$ cat src/rtl/alu_defs.sv
// rtl/alu_defs.sv - shared ALU select codes, divider state encoding and width default
package alu_defs;

    localparam int XLEN_DEFAULT = 32;

    localparam logic [4:0] ALU_ADD  = 5'b00000;
    localparam logic [4:0] ALU_SUB  = 5'b01000;
    localparam logic [4:0] ALU_AND  = 5'b00111;
    localparam logic [4:0] ALU_OR   = 5'b00110;
    localparam logic [4:0] ALU_XOR  = 5'b00100;
    localparam logic [4:0] ALU_DIV  = 5'b11100;
    localparam logic [4:0] ALU_REM  = 5'b11101;
    localparam logic [4:0] ALU_DIVU = 5'b11110;
    localparam logic [4:0] ALU_REMU = 5'b11111;

    typedef enum logic [1:0] {
        IDLE   = 2'd0,
        CALC   = 2'd1,
        FINISH = 2'd2
    } div_state_t;

    // All divide/remainder ops share the 111xx prefix.
    function automatic logic is_div_op(input logic [4:0] sel);
        return sel[4:2] == 3'b111;
    endfunction

endpackage

$ cat src/rtl/div_step.sv
// rtl/div_step.sv - one combinational restoring-divide iteration
module div_step #(
    parameter int XLEN = 32
) (
    input  logic [XLEN:0]   rem,
    input  logic [XLEN-1:0] quo,
    input  logic [XLEN-1:0] div,
    output logic [XLEN:0]   rem_next,
    output logic [XLEN-1:0] quo_next
);

    logic [XLEN:0] shifted;
    logic [XLEN:0] diff;
    logic          unused_rem_msb;

    // rem < div holds between steps, so the shifted value stays below 2*div
    // and the top bit of the difference is the borrow.
    assign shifted        = {rem[XLEN-1:0], quo[XLEN-1]};
    assign diff           = shifted - {1'b0, div};
    assign rem_next       = diff[XLEN] ? shifted : diff;
    assign quo_next       = {quo[XLEN-2:0], ~diff[XLEN]};
    assign unused_rem_msb = rem[XLEN];

endmodule

$ cat src/rtl/div_sequencer.sv
// rtl/div_sequencer.sv - multi-cycle restoring divide/remainder sequencer for the ALU
module div_sequencer
    import alu_defs::*;
#(
    parameter int XLEN           = XLEN_DEFAULT,
    parameter int BITS_PER_CYCLE = 1
) (
    input  logic            clk,
    input  logic            reset,
    input  logic            start,
    input  logic [4:0]      select,
    input  logic [XLEN-1:0] data1,
    input  logic [XLEN-1:0] data2,
    output logic [XLEN-1:0] result,
    output logic            busy,
    output logic            done
);

    localparam int STEPS = XLEN / BITS_PER_CYCLE;
    localparam int CW    = $clog2(STEPS + 1);
    localparam logic [XLEN-1:0] ONE     = XLEN'(1);
    localparam logic [XLEN-1:0] INT_MIN = {1'b1, {(XLEN-1){1'b0}}};
    localparam logic [CW-1:0]   STEPS_C = CW'(STEPS);

    div_state_t      state, state_next;
    logic [XLEN:0]   rem_r;
    logic [XLEN-1:0] quo_r;
    logic [XLEN-1:0] dvs_r;
    logic [CW-1:0]   cnt;
    logic [CW-1:0]   cnt_dec;
    logic            op_rem;
    logic            neg_quo;
    logic            neg_rem;

    logic            accept;
    logic            is_signed;
    logic            sign1, sign2;
    logic [XLEN-1:0] abs1, abs2;
    logic            div_zero;
    logic            overflow;
    logic            special;
    logic [XLEN-1:0] special_result;
    logic [XLEN-1:0] quo_fix, rem_fix, final_result;

    logic [XLEN:0]   rem_chain [0:BITS_PER_CYCLE];
    logic [XLEN-1:0] quo_chain [0:BITS_PER_CYCLE];

    assign accept    = (state == IDLE) && start && is_div_op(select);
    assign is_signed = ~select[1];
    assign sign1     = is_signed & data1[XLEN-1];
    assign sign2     = is_signed & data2[XLEN-1];
    assign abs1      = sign1 ? (~data1 + ONE) : data1;
    assign abs2      = sign2 ? (~data2 + ONE) : data2;
    assign div_zero  = (data2 == '0);
    assign overflow  = is_signed && (data1 == INT_MIN) && (data2 == '1);
    assign special   = div_zero || overflow;

    // Div-by-zero returns the raw dividend as remainder, not its magnitude.
    always_comb begin
        special_result = '0;
        if (div_zero)
            special_result = select[0] ? data1 : '1;
        else
            special_result = select[0] ? '0 : INT_MIN;
    end

    assign rem_chain[0] = rem_r;
    assign quo_chain[0] = quo_r;

    for (genvar g = 0; g < BITS_PER_CYCLE; g++) begin : g_step
        div_step #(.XLEN(XLEN)) u_step (
            .rem      (rem_chain[g]),
            .quo      (quo_chain[g]),
            .div      (dvs_r),
            .rem_next (rem_chain[g+1]),
            .quo_next (quo_chain[g+1])
        );
    end

    assign cnt_dec      = cnt - CW'(1);
    assign quo_fix      = neg_quo ? (~quo_chain[BITS_PER_CYCLE] + ONE) : quo_chain[BITS_PER_CYCLE];
    assign rem_fix      = neg_rem ? (~rem_chain[BITS_PER_CYCLE][XLEN-1:0] + ONE)
                                  : rem_chain[BITS_PER_CYCLE][XLEN-1:0];
    assign final_result = op_rem ? rem_fix : quo_fix;

    always_comb begin
        state_next = state;
        case (state)
            IDLE:    if (accept) state_next = special ? FINISH : CALC;
            CALC:    if (cnt_dec == '0) state_next = FINISH;
            FINISH:  state_next = IDLE;
            default: state_next = IDLE;
        endcase
    end

    always_ff @(posedge clk) begin
        if (reset) begin
            state   <= IDLE;
            rem_r   <= '0;
            quo_r   <= '0;
            dvs_r   <= '0;
            cnt     <= '0;
            op_rem  <= 1'b0;
            neg_quo <= 1'b0;
            neg_rem <= 1'b0;
            result  <= '0;
        end else begin
            state <= state_next;
            if (accept) begin
                op_rem  <= select[0];
                neg_quo <= sign1 ^ sign2;
                neg_rem <= sign1;
                rem_r   <= '0;
                quo_r   <= abs1;
                dvs_r   <= abs2;
                cnt     <= STEPS_C;
                if (special)
                    result <= special_result;
            end else if (state == CALC) begin
                rem_r <= rem_chain[BITS_PER_CYCLE];
                quo_r <= quo_chain[BITS_PER_CYCLE];
                cnt   <= cnt_dec;
                if (cnt_dec == '0)
                    result <= final_result;
            end
        end
    end

    assign busy = (state != IDLE);
    assign done = (state == FINISH);

endmodule

$ cat config.mk
export PLATFORM = sky130hd
export DESIGN_NAME = div_sequencer
export DESIGN_NICKNAME = d
export VERILOG_FILES = /design/src/rtl/alu_defs.sv /design/src/rtl/div_step.sv /design/src/rtl/div_sequencer.sv
export SDC_FILE = /design/constraint.sdc
export NUM_CORES = 1
export LEC_CHECK = 0
export CORE_ASPECT_RATIO = 1.5
export CORE_MARGIN = 3
export CORE_UTILIZATION = 55
export CTS_CLUSTER_SIZE = 28
export DETAILED_ROUTE_END_ITERATION = 16
export PLACE_DENSITY_LB_ADDON = 0.25
export RECOVER_POWER = 100
export SYNTH_ARGS = -nofsm -noshare
export SYNTH_HDL_FRONTEND = slang
export SYNTH_SLANG_ARGS = --single-unit
$ cat constraint.sdc
create_clock -name clk -period 5.8 [get_ports clk]
set_input_delay 0.87 -clock clk [delete_from_list [all_inputs] [get_ports clk]]
set_output_delay 0.87 -clock clk [all_outputs]
set_load 0.01 [all_outputs]
==> metrics.cfg <==
[setup_path]
required_ns=6.10
reg2reg_to=result[28]
path_cells=inv_1 -> ha_1 -> inv_1 -> fa_1 -> a211oi_1 -> o211ai_1 -> a211o_1 -> nand3_1 -> a21oi_1 -> nor2_4 -> inv_1 -> buf_4 -> a21oi_1 -> ha_1 -> a21bo_1 -> or4_1 -> or4_4 -> mux2i_1 -> o211ai_1
arrival_ns=5.53
worst-path-stages=19
cp_num_buf_inv=4
start_kind=register
crit_path_top_delay_cell=or4_1
crit_end=result[28]
reg2reg_depth=19
r2r_slack_ns=0.57
cpLargestDelayFamily=compound AO/OA/AOI/OAI gates
crit_top_cell=inv_1
crit_type=register to register
cp_max_fo=25
rr_startpoint=quo_r[31]
critPathMaxStageDelay_ns=0.60
startpoint=quo_r[31]
cp-end-kind=register

[sta]
setup_viol=0
final-hold-violation-count=0
rsz0062_at_grt=no
finalSetupTns_ns=0
maxSlewViolCount=138
holdWs_ns=0.446
period_needed_ns=5.23
worst_pin_slew_ns=1.72
fin_crit_sh_pct=90.1
finalClockSkew_ns=0.0145
slew-limit-headroom_pct=-14.6
fmax_ghz=0.191

[final_layout]
nNetsFinal=1697
area_growth_pct=14.9
n_antenna_cell=0
fin_util_pct=65.2
nFillCells=1821
final_cells=1856
drive_gt1_share_pct=5.83

[detailed_routing]
wl_met1_um=14700
routedWlPerCell_um=21.6
wirelength_um=40100
drc_errors=0
drtIter0Drc=974
postRouteAntennaNets=0
top_layer_used=met4
dr_wl_met2_um=19400
viasPerCell=6.60
drt_pre_antenna_iters=6
vias=12300
met3_length_um=2560

[floorplanning]
start_util_pct=56.7
placementRows=63
dieArea_um2=22500
core_um2=20100
io_pins=106
die_h_um=182
die_w_um=124

[clock_tree]
clock-root-buffer=clkbuf_16
cts.clk_slew.worst_paths_ns=0.07
numCtsBuffers=17
clk_path_buf_depth=2
post_cts_resized=0
cts.sinks=139
htree_levels=4
post_cts_buffers=0
clock_latency_ns=0.44
holdBufCountCts=0
tritoncts=built

[placed_design]
place_congestion=1.03
dp.cells=1826
dp_hpwl_um=30600
io_buffers=105

[yosys]
synth_most_common_cell=nor2_1
syn_nets=1647
synth_edf_count=0
synth-async-reset-ratio_pct=0
synth.area.top_cells=dfxtp_1, xnor2_1, nor2_1
yosys_warnings=0
syn-cell-area_um2=11400
yosys-top-cells-count=nor2_1, dfxtp_1, nand2_1, a21oi_1, o21ai_0
netlist.area_leader.share_pct=24.4
synth_area_leader_cell=dfxtp_1
avgSynthCellArea_um2=7.43
ys_ff_latch=139
yosysSeqAreaShare_pct=24.4
synth_ff_type=dfxtp_1
synth_cell_types=85
synth_cells=1535

[status]
violations=max-capacitance violations, max-slew violations
status=finished, violations left

[global_routing]
grt_usage_pct=35.4
grt.overflow.total=0
grt_pass1_vias=11800
grt_pass1_wl_um=62400
grt_max_degree=78
antenna_found_initial=0

[pwr]
ir_worst_vdd_mv=0.226
powerDensity_nw_per_um2=279
p_leak_nw=4.79

[job]
drv_cap=3

[min_path]
hold_class=register to register
whs_path_depth=1

cell families (layout without fill, tap and decap cells):
group	count (synthesis)	after routing	synth area share (%)
adders and majority gates	40	40	4.46
xor gates and xnor gates	135	135	10.4
buffers and inverters	160	221	5.93
and+or+nand+nor	519	519	21.9
AOI/OAI and AO/OA	508	508	29.8
DFF	139	139	24.4
muxes	34	34	3.06
power breakdown:
| group | internal (W) | leakage (nW) | switching [W] |
|---|---|---|---|
| Combinational | 0.000520 | 3.37 | 0.000961 |
| Clock | 0.000702 | 0.297 | 0.000459 |
| Sequential | 0.000979 | 1.13 | 0.0000287 |
| Total | 0.00220 | 4.79 | 0.00145 |
per-stage QoR:
stage | setup WS [ns] | power, W | cell area, um^2
2_1_floorplan | 1.11 | 0.00202 | 11400
3_3_place_gp | 0.654 | 0.00246 | 12500
5_1_grt | 0.287 | 0.00379 | 13100
6_report | 0.575 | 0.00365 | 13100
4_1_cts | 0.810 | 0.00362 | 13100
3_5_place_dp | 0.617 | 0.00246 | 12500
metal layers:
| metal | GRT usage (%) | vias to the layer above |
|---|---|---|
| li1 | - | 5734 |
| met1 | 39.7 | 5749 |
| met2 | 59.6 | 588 |
| met3 | 5.15 | 184 |
| met4 | 26.3 | 0 |
| met5 | 0 | - |
area by class of cell:
cell class,count,area (um^2),area share (%)
Clock inverter,11,159,1.21
Timing Repair Buffer,127,1200,9.17
Tap cell,260,325,2.48
Sequential cell,139,2780,21.2
Multi-Input combinational cell,1236,7940,60.6
Clock buffer,19,453,3.46
Inverter,64,240,1.83
placed cells by master (no fill, tap or decap), types with 27 or more instances in the layout:
cell type and count:
nor3_1 35, a211oi_1 65, clkdlybuf4s50_1 68, mux2i_1 27
xor2_1 52, a21oi_1 125, nand2_1 137, dlygate4sd3_1 36
o21ai_0 96, dfxtp_1 139, a22oi_1 34, xnor2_1 83
nor2_1 170, inv_1 64, ha_1 39
flip-flops by register name (all words and copies together), names as in the netlist:
signal / count
cnt: 6
neg_rem: 1
quo_r: 32
rem_r: 32
result: 32
neg_quo: 1
op_rem: 1
state: 2
dvs_r: 32
worst min path at each step:
| stage | start | end | slack [ns] |
|---|---|---|---|
| after floorplan | dvs_r[31] | dvs_r[31] | 0.43 |
| after global placement | result[15] | result[15] | 0.44 |
| after detailed placement | result[17] | result[17] | 0.44 |
| after CTS | result[17] | result[17] | 0.46 |
| after global routing | result[17] | result[17] | 0.47 |
| final | result[15] | result[15] | 0.45 |
Note: power is estimated with default switching activity, not from simulation.
